===== src/rtl/regfile_wb_arbiter.sv =====
// Register-file write-back arbiter.
// Several requesters share one register-file write port through a round-robin
// arbiter. A clear pulse zero-fills registers 1..NumRegs-1, one per cycle.
module regfile_wb_arbiter #(
    parameter int NumReq       = 3,
    parameter int NumRegs      = 32,
    parameter int DataWidth    = 32,
    parameter int AddressWidth = 5
) (
    input  logic                           clk_i,
    input  logic                           rst_i,
    input  logic [NumReq-1:0]              req_valid_i,
    output logic [NumReq-1:0]              req_ready_o,
    input  logic [NumReq*AddressWidth-1:0] req_addr_i,
    input  logic [NumReq*DataWidth-1:0]    req_data_i,
    input  logic                           clear_i,
    output logic                           clear_busy_o,
    output logic                           wr_en_o,
    output logic [AddressWidth-1:0]        wr_addr_o,
    output logic [DataWidth-1:0]           wr_data_o,
    output logic [NumReq-1:0]              grant_o
);

    localparam int PtrWidth = (NumReq > 1) ? $clog2(NumReq) : 1;
    localparam logic [AddressWidth-1:0] LastAddr  = AddressWidth'(NumRegs - 1);
    localparam logic [AddressWidth-1:0] FirstAddr = AddressWidth'(1);
    localparam logic [PtrWidth-1:0]     LastPtr   = PtrWidth'(NumReq - 1);

    typedef enum logic {
        IDLE,
        CLEAR
    } state_t;

    state_t                  state_q, state_d;
    logic [PtrWidth-1:0]     ptr_q, ptr_d;
    logic [AddressWidth-1:0] cnt_q, cnt_d;
    logic                    busy_q;

    logic                    sel_found;
    logic [PtrWidth-1:0]     sel_idx;
    logic [NumReq-1:0]       sel_onehot;
    logic [AddressWidth-1:0] sel_addr;
    logic [DataWidth-1:0]    sel_data;
    logic                    accept;
    logic                    clear_write;

    // Round-robin pick: first pass covers requesters at or above the pointer,
    // second pass wraps to those below it, which equals a search from P mod NumReq.
    always_comb begin
        sel_found  = 1'b0;
        sel_idx    = '0;
        sel_onehot = '0;
        sel_addr   = '0;
        sel_data   = '0;
        for (int unsigned k = 0; k < NumReq; k++) begin
            if (!sel_found && (k >= 32'(ptr_q)) && req_valid_i[k]) begin
                sel_found     = 1'b1;
                sel_idx       = PtrWidth'(k);
                sel_onehot    = '0;
                sel_onehot[k] = 1'b1;
                sel_addr      = req_addr_i[k*AddressWidth +: AddressWidth];
                sel_data      = req_data_i[k*DataWidth +: DataWidth];
            end
        end
        for (int unsigned k = 0; k < NumReq; k++) begin
            if (!sel_found && (k < 32'(ptr_q)) && req_valid_i[k]) begin
                sel_found     = 1'b1;
                sel_idx       = PtrWidth'(k);
                sel_onehot    = '0;
                sel_onehot[k] = 1'b1;
                sel_addr      = req_addr_i[k*AddressWidth +: AddressWidth];
                sel_data      = req_data_i[k*DataWidth +: DataWidth];
            end
        end
    end

    // Next-state, pointer/counter update and handshake generation.
    always_comb begin
        state_d     = state_q;
        ptr_d       = ptr_q;
        cnt_d       = cnt_q;
        req_ready_o = '0;
        accept      = 1'b0;
        clear_write = 1'b0;
        unique case (state_q)
            IDLE: begin
                if (clear_i) begin
                    state_d = CLEAR;
                end else if (sel_found) begin
                    accept      = 1'b1;
                    req_ready_o = sel_onehot;
                    ptr_d       = (sel_idx == LastPtr) ? '0 : sel_idx + 1'b1;
                end
            end
            CLEAR: begin
                clear_write = 1'b1;
                if (cnt_q == LastAddr) begin
                    cnt_d   = FirstAddr;
                    state_d = IDLE;
                end else begin
                    cnt_d = cnt_q + 1'b1;
                end
            end
            default: state_d = IDLE;
        endcase
        if (rst_i) begin
            req_ready_o = '0;
            accept      = 1'b0;
            clear_write = 1'b0;
        end
    end

    // FSM state, round-robin pointer and clear counter.
    always_ff @(posedge clk_i) begin
        if (rst_i) begin
            state_q <= IDLE;
            ptr_q   <= '0;
            cnt_q   <= FirstAddr;
        end else begin
            state_q <= state_d;
            ptr_q   <= ptr_d;
            cnt_q   <= cnt_d;
        end
    end

    // Registered write port; address/data only move on an actual write so that
    // accepted address-0 requests leave them holding like idle cycles.
    always_ff @(posedge clk_i) begin
        if (rst_i) begin
            wr_en_o   <= 1'b0;
            wr_addr_o <= '0;
            wr_data_o <= '0;
            grant_o   <= '0;
            busy_q    <= 1'b0;
        end else begin
            wr_en_o <= 1'b0;
            grant_o <= '0;
            busy_q  <= (state_q == CLEAR) || (state_d == CLEAR);
            if (clear_write) begin
                wr_en_o   <= 1'b1;
                wr_addr_o <= cnt_q;
                wr_data_o <= '0;
            end else if (accept && (sel_addr != '0)) begin
                wr_en_o   <= 1'b1;
                wr_addr_o <= sel_addr;
                wr_data_o <= sel_data;
                grant_o   <= sel_onehot;
            end
        end
    end

    assign clear_busy_o = busy_q & ~rst_i;

endmodule

===== config.mk =====
export PLATFORM = sky130hd
export DESIGN_NAME = regfile_wb_arbiter
export DESIGN_NICKNAME = d
export VERILOG_FILES = /design/src/rtl/regfile_wb_arbiter.sv
export SDC_FILE = /design/constraint.sdc
export NUM_CORES = 1
export LEC_CHECK = 0
export ABC_AREA = 1
export ABC_CLOCK_PERIOD_IN_PS = 2550
export CORE_MARGIN = 2
export CORE_UTILIZATION = 39
export DETAILED_ROUTE_END_ITERATION = 8
export PLACE_DENSITY_LB_ADDON = 0.2
export SLEW_MARGIN = 25
export SYNTH_ARGS = -nofsm -noshare
export SYNTH_HDL_FRONTEND = slang
export SYNTH_SLANG_ARGS = --single-unit

===== constraint.sdc =====
create_clock -name clk_i -period 2.55 [get_ports clk_i]
set_input_delay 0.6375 -clock clk_i [delete_from_list [all_inputs] [get_ports clk_i]]
set_output_delay 0.6375 -clock clk_i [all_outputs]
set_load 0.05 [all_outputs]

==> run metrics <==
Avg Cell Area, Syn 6.29 µm²; GP Congestion 0.869; Hold Path End wr_data_o[27]; Port Buffer Count between 150 and 200; critical path launch point type input pin; Most used DFF post-synth dfxtp_1; Tot Pwr between 2 and 2.5 mW; Die Area 0.00814 mm²; Synth cell types 28; NumNets Final about 770; clock root cell clkbuf_8; Setup CP Type input pin to output pin; Async S/R FF share, synth 0%; gr ovfl total 0; Final Util between 60% and 70%; Ports around 160; Clock power frac about 26%; most numerous cell in the Yosys netlist nor2_1; Worst Max-Slew Pin Slew 541 ps; ant diodes 0; Worst path most repeated cell nor2_4; P_leak 2.08 nW; Max Cap Viol 0; Net Sw Power 0.692 mW; CP endpoint kind output pin; Worst-path clk slew roughly 80 ps; Clock Path Buffers 2; Overall Global Routing Usage about a quarter; Post-synth top cells nor2_1 (92), nand3_1 (84), nand2_1 (73); final hold violations 0; Switching Fraction 31.5%; CTS buffer count 5; hpwl dp 7.94 mm; Critical-path top delay cell clkdlybuf4s50_1; Post-Route WL ~11 mm; Yosys top cell by area dfxtp_1; starting DRC count in detailed routing 127; WP data required 1910 ps; initial antenna violation count 0; Die X 90.2 µm; Vias/cell between 5 and 6; drt drc 0; status finished, final reports clean; Sink Count 50; Achievable Freq 412 MHz; final period utilization 95.2%; DR pass1 iterations 5; unrepaired setup endpoints after global routing no; Setup TNS 0 ps; Hold Crit Start wr_data_o[27]; worst r2r src ptr_q[0]; worst r2r dst wr_addr_o[1]; setup violators final 0; clk_skew 5.21 ps; IR drop worst, VDD 0.307 mV; wire per inst 14.2 µm; Initial Utilization 40.2%; Core ar. 0.00721 mm²; Period minus WS final 2430 ps; EDFF count, synth 0; Max Transition Viols Final 0; Synth warnings 0; synthesized flop and latch total 50; Routed Antenna Nets 0; # H-tree levels 2; setup slack, reg-to-reg 230 ps; Worst EP arrival 1790 ps; largest net degree at the start of global routing 35; Reg2Reg Depth 16; worst-path fanout max 4; Int Pwr 1.51 mW; first-pass GRT wire length about 18 mm; leading post-synthesis cells by cell area dfxtp_1 (35%), nand3_1 (15%), nor2_1 (12%); Placement Rows 31; die height 90.2 µm; sequential share of the synthesized area 34.5%; Worst slew margin 63.8%; P per Cell Area 436 mW/mm²; crit-path cells clkdlybuf4s50_1 > nor2_1 > nand2_4 > nor2_4 > inv_4 > nor2_4 > buf_12; Post-Synthesis Cells 461; proportion of layout cells with a drive suffix above 1 12.8%; vias in the first global route 3846; Vias 3820; Layout area overhead 74.0%; Seq pwr share 38.5%; Gate power share ~36%; top cell type's share of synthesized area 34.5%; synthesized area 0.00290 mm²; syn_nets 580; worst hold path class register to register; CTS tree done; Worst path max stage delay 400 ps; worst-skew pair later-pin latency about 300 ps; Hold Path Stages 2
[how the worst max path moves through the flow]
stage,from,end,depth (start not counted)
detailed placement,req_valid_i[0],req_ready_o[0],11
floorplan,req_valid_i[0],req_ready_o[0],9
finish,clear_i,req_ready_o[0],7
global placement,req_valid_i[0],req_ready_o[2],11
global route,ptr_q[0],req_ready_o[1],9
CTS,req_valid_i[1],req_ready_o[2],11
[cells in the final DEF, fill, tap and decap left out, types with 3 or more instances in the layout]
cell and count:
clkbuf_8 6, buf_4 43, buf_12 5, inv_1 24, nand2_2 3, nor3_1 3, o21ai_0 66, nor2_1 88
inv_2 6, nand2_1 70, a21oi_1 11, nor2_4 6, nand4_1 7, dfxtp_1 49, nand3_1 82, nand2_4 3
clkdlybuf4s50_1 154
[cell type report]
type / instances / area [µm²]
Inverter: 32 / 128
Timing Repair Buffer: 205 / 1980
Tap cell: 99 / 124
Multi-Input combinational cell: 353 / 1690
Clock inverter: 1 / 30.0
Clock buffer: 6 / 82.6
Sequential cell: 50 / 1000
Fill cell: 607 / 2170
[power by group through the flow]
| stage | combinational, mW | sequential (mW) | clock, mW |
|---|---|---|---|
| finish | 0.784 | 0.846 | 0.569 |
| detailed placement | 0.766 | 0.864 | 0 |
| global placement | 0.755 | 0.861 | 0 |
| CTS | 0.780 | 0.845 | 0.582 |
| global route | 0.853 | 0.851 | 0.616 |
| floorplan | 0.283 | 0.971 | 0 |
[timing repair]
| action | 4_1_cts | 5_1_grt |
|---|---|---|
| setup endpoints to repair | 3 | 39 |
| buffers inserted | 6 | 0 |
| pin swaps | 5 | 5 |
| hold buffers | 0 | 0 |
| resized for setup | 12 | 10 |
| hold endpoints to repair | 0 | 0 |
[per-layer routing]
layer  vias up  part of all wire [%]  GRT usage [%]
met5         -                     0              0
met1      1752                    40           29.6
met2       145                    52           48.1
met3        23                   6.0           6.45
li1       1900                     -              -
met4         0                   2.8           9.49
[flip-flops by register name, indices dropped and copies added (netlist names)]
register   cells
wr_en_o        1
state_q        1
wr_addr_o      5
wr_data_o     32
cnt_q          5
busy_q         1
ptr_q          2
grant_o        3
[worst max-delay path: cells and delay by family]
kind	cells	cell delay, ps
buf+inv	3	600
simple gates	4	550
[metrics by stage]
stage	worst slack, ps	hold slack [ps]	instance area [µm²]	cells
3_5_place_dp	-293	469	4840	733
2_1_floorplan	-14.6	449	2910	461
3_3_place_gp	-240	462	4840	733
6_report	122	486	5040	746
4_1_cts	9.44	491	5020	746
5_1_grt	22.4	508	5040	746
[cells by family (layout without fill, tap and decap cells)]
| logic type | after synthesis | in the layout | synth area share (%) |
|---|---|---|---|
| AO/OA/AOI/OAI | 84 | 84 | 15.1 |
| adder cells (fa/ha/maj) | 2 | 2 | 0.863 |
| buffers and inverters | 58 | 244 | 9.28 |
| flip-flops | 50 | 50 | 34.5 |
| AND/OR/NAND/NOR | 267 | 267 | 40.3 |
No activity file was read; power rests on OpenSTA's default activity.
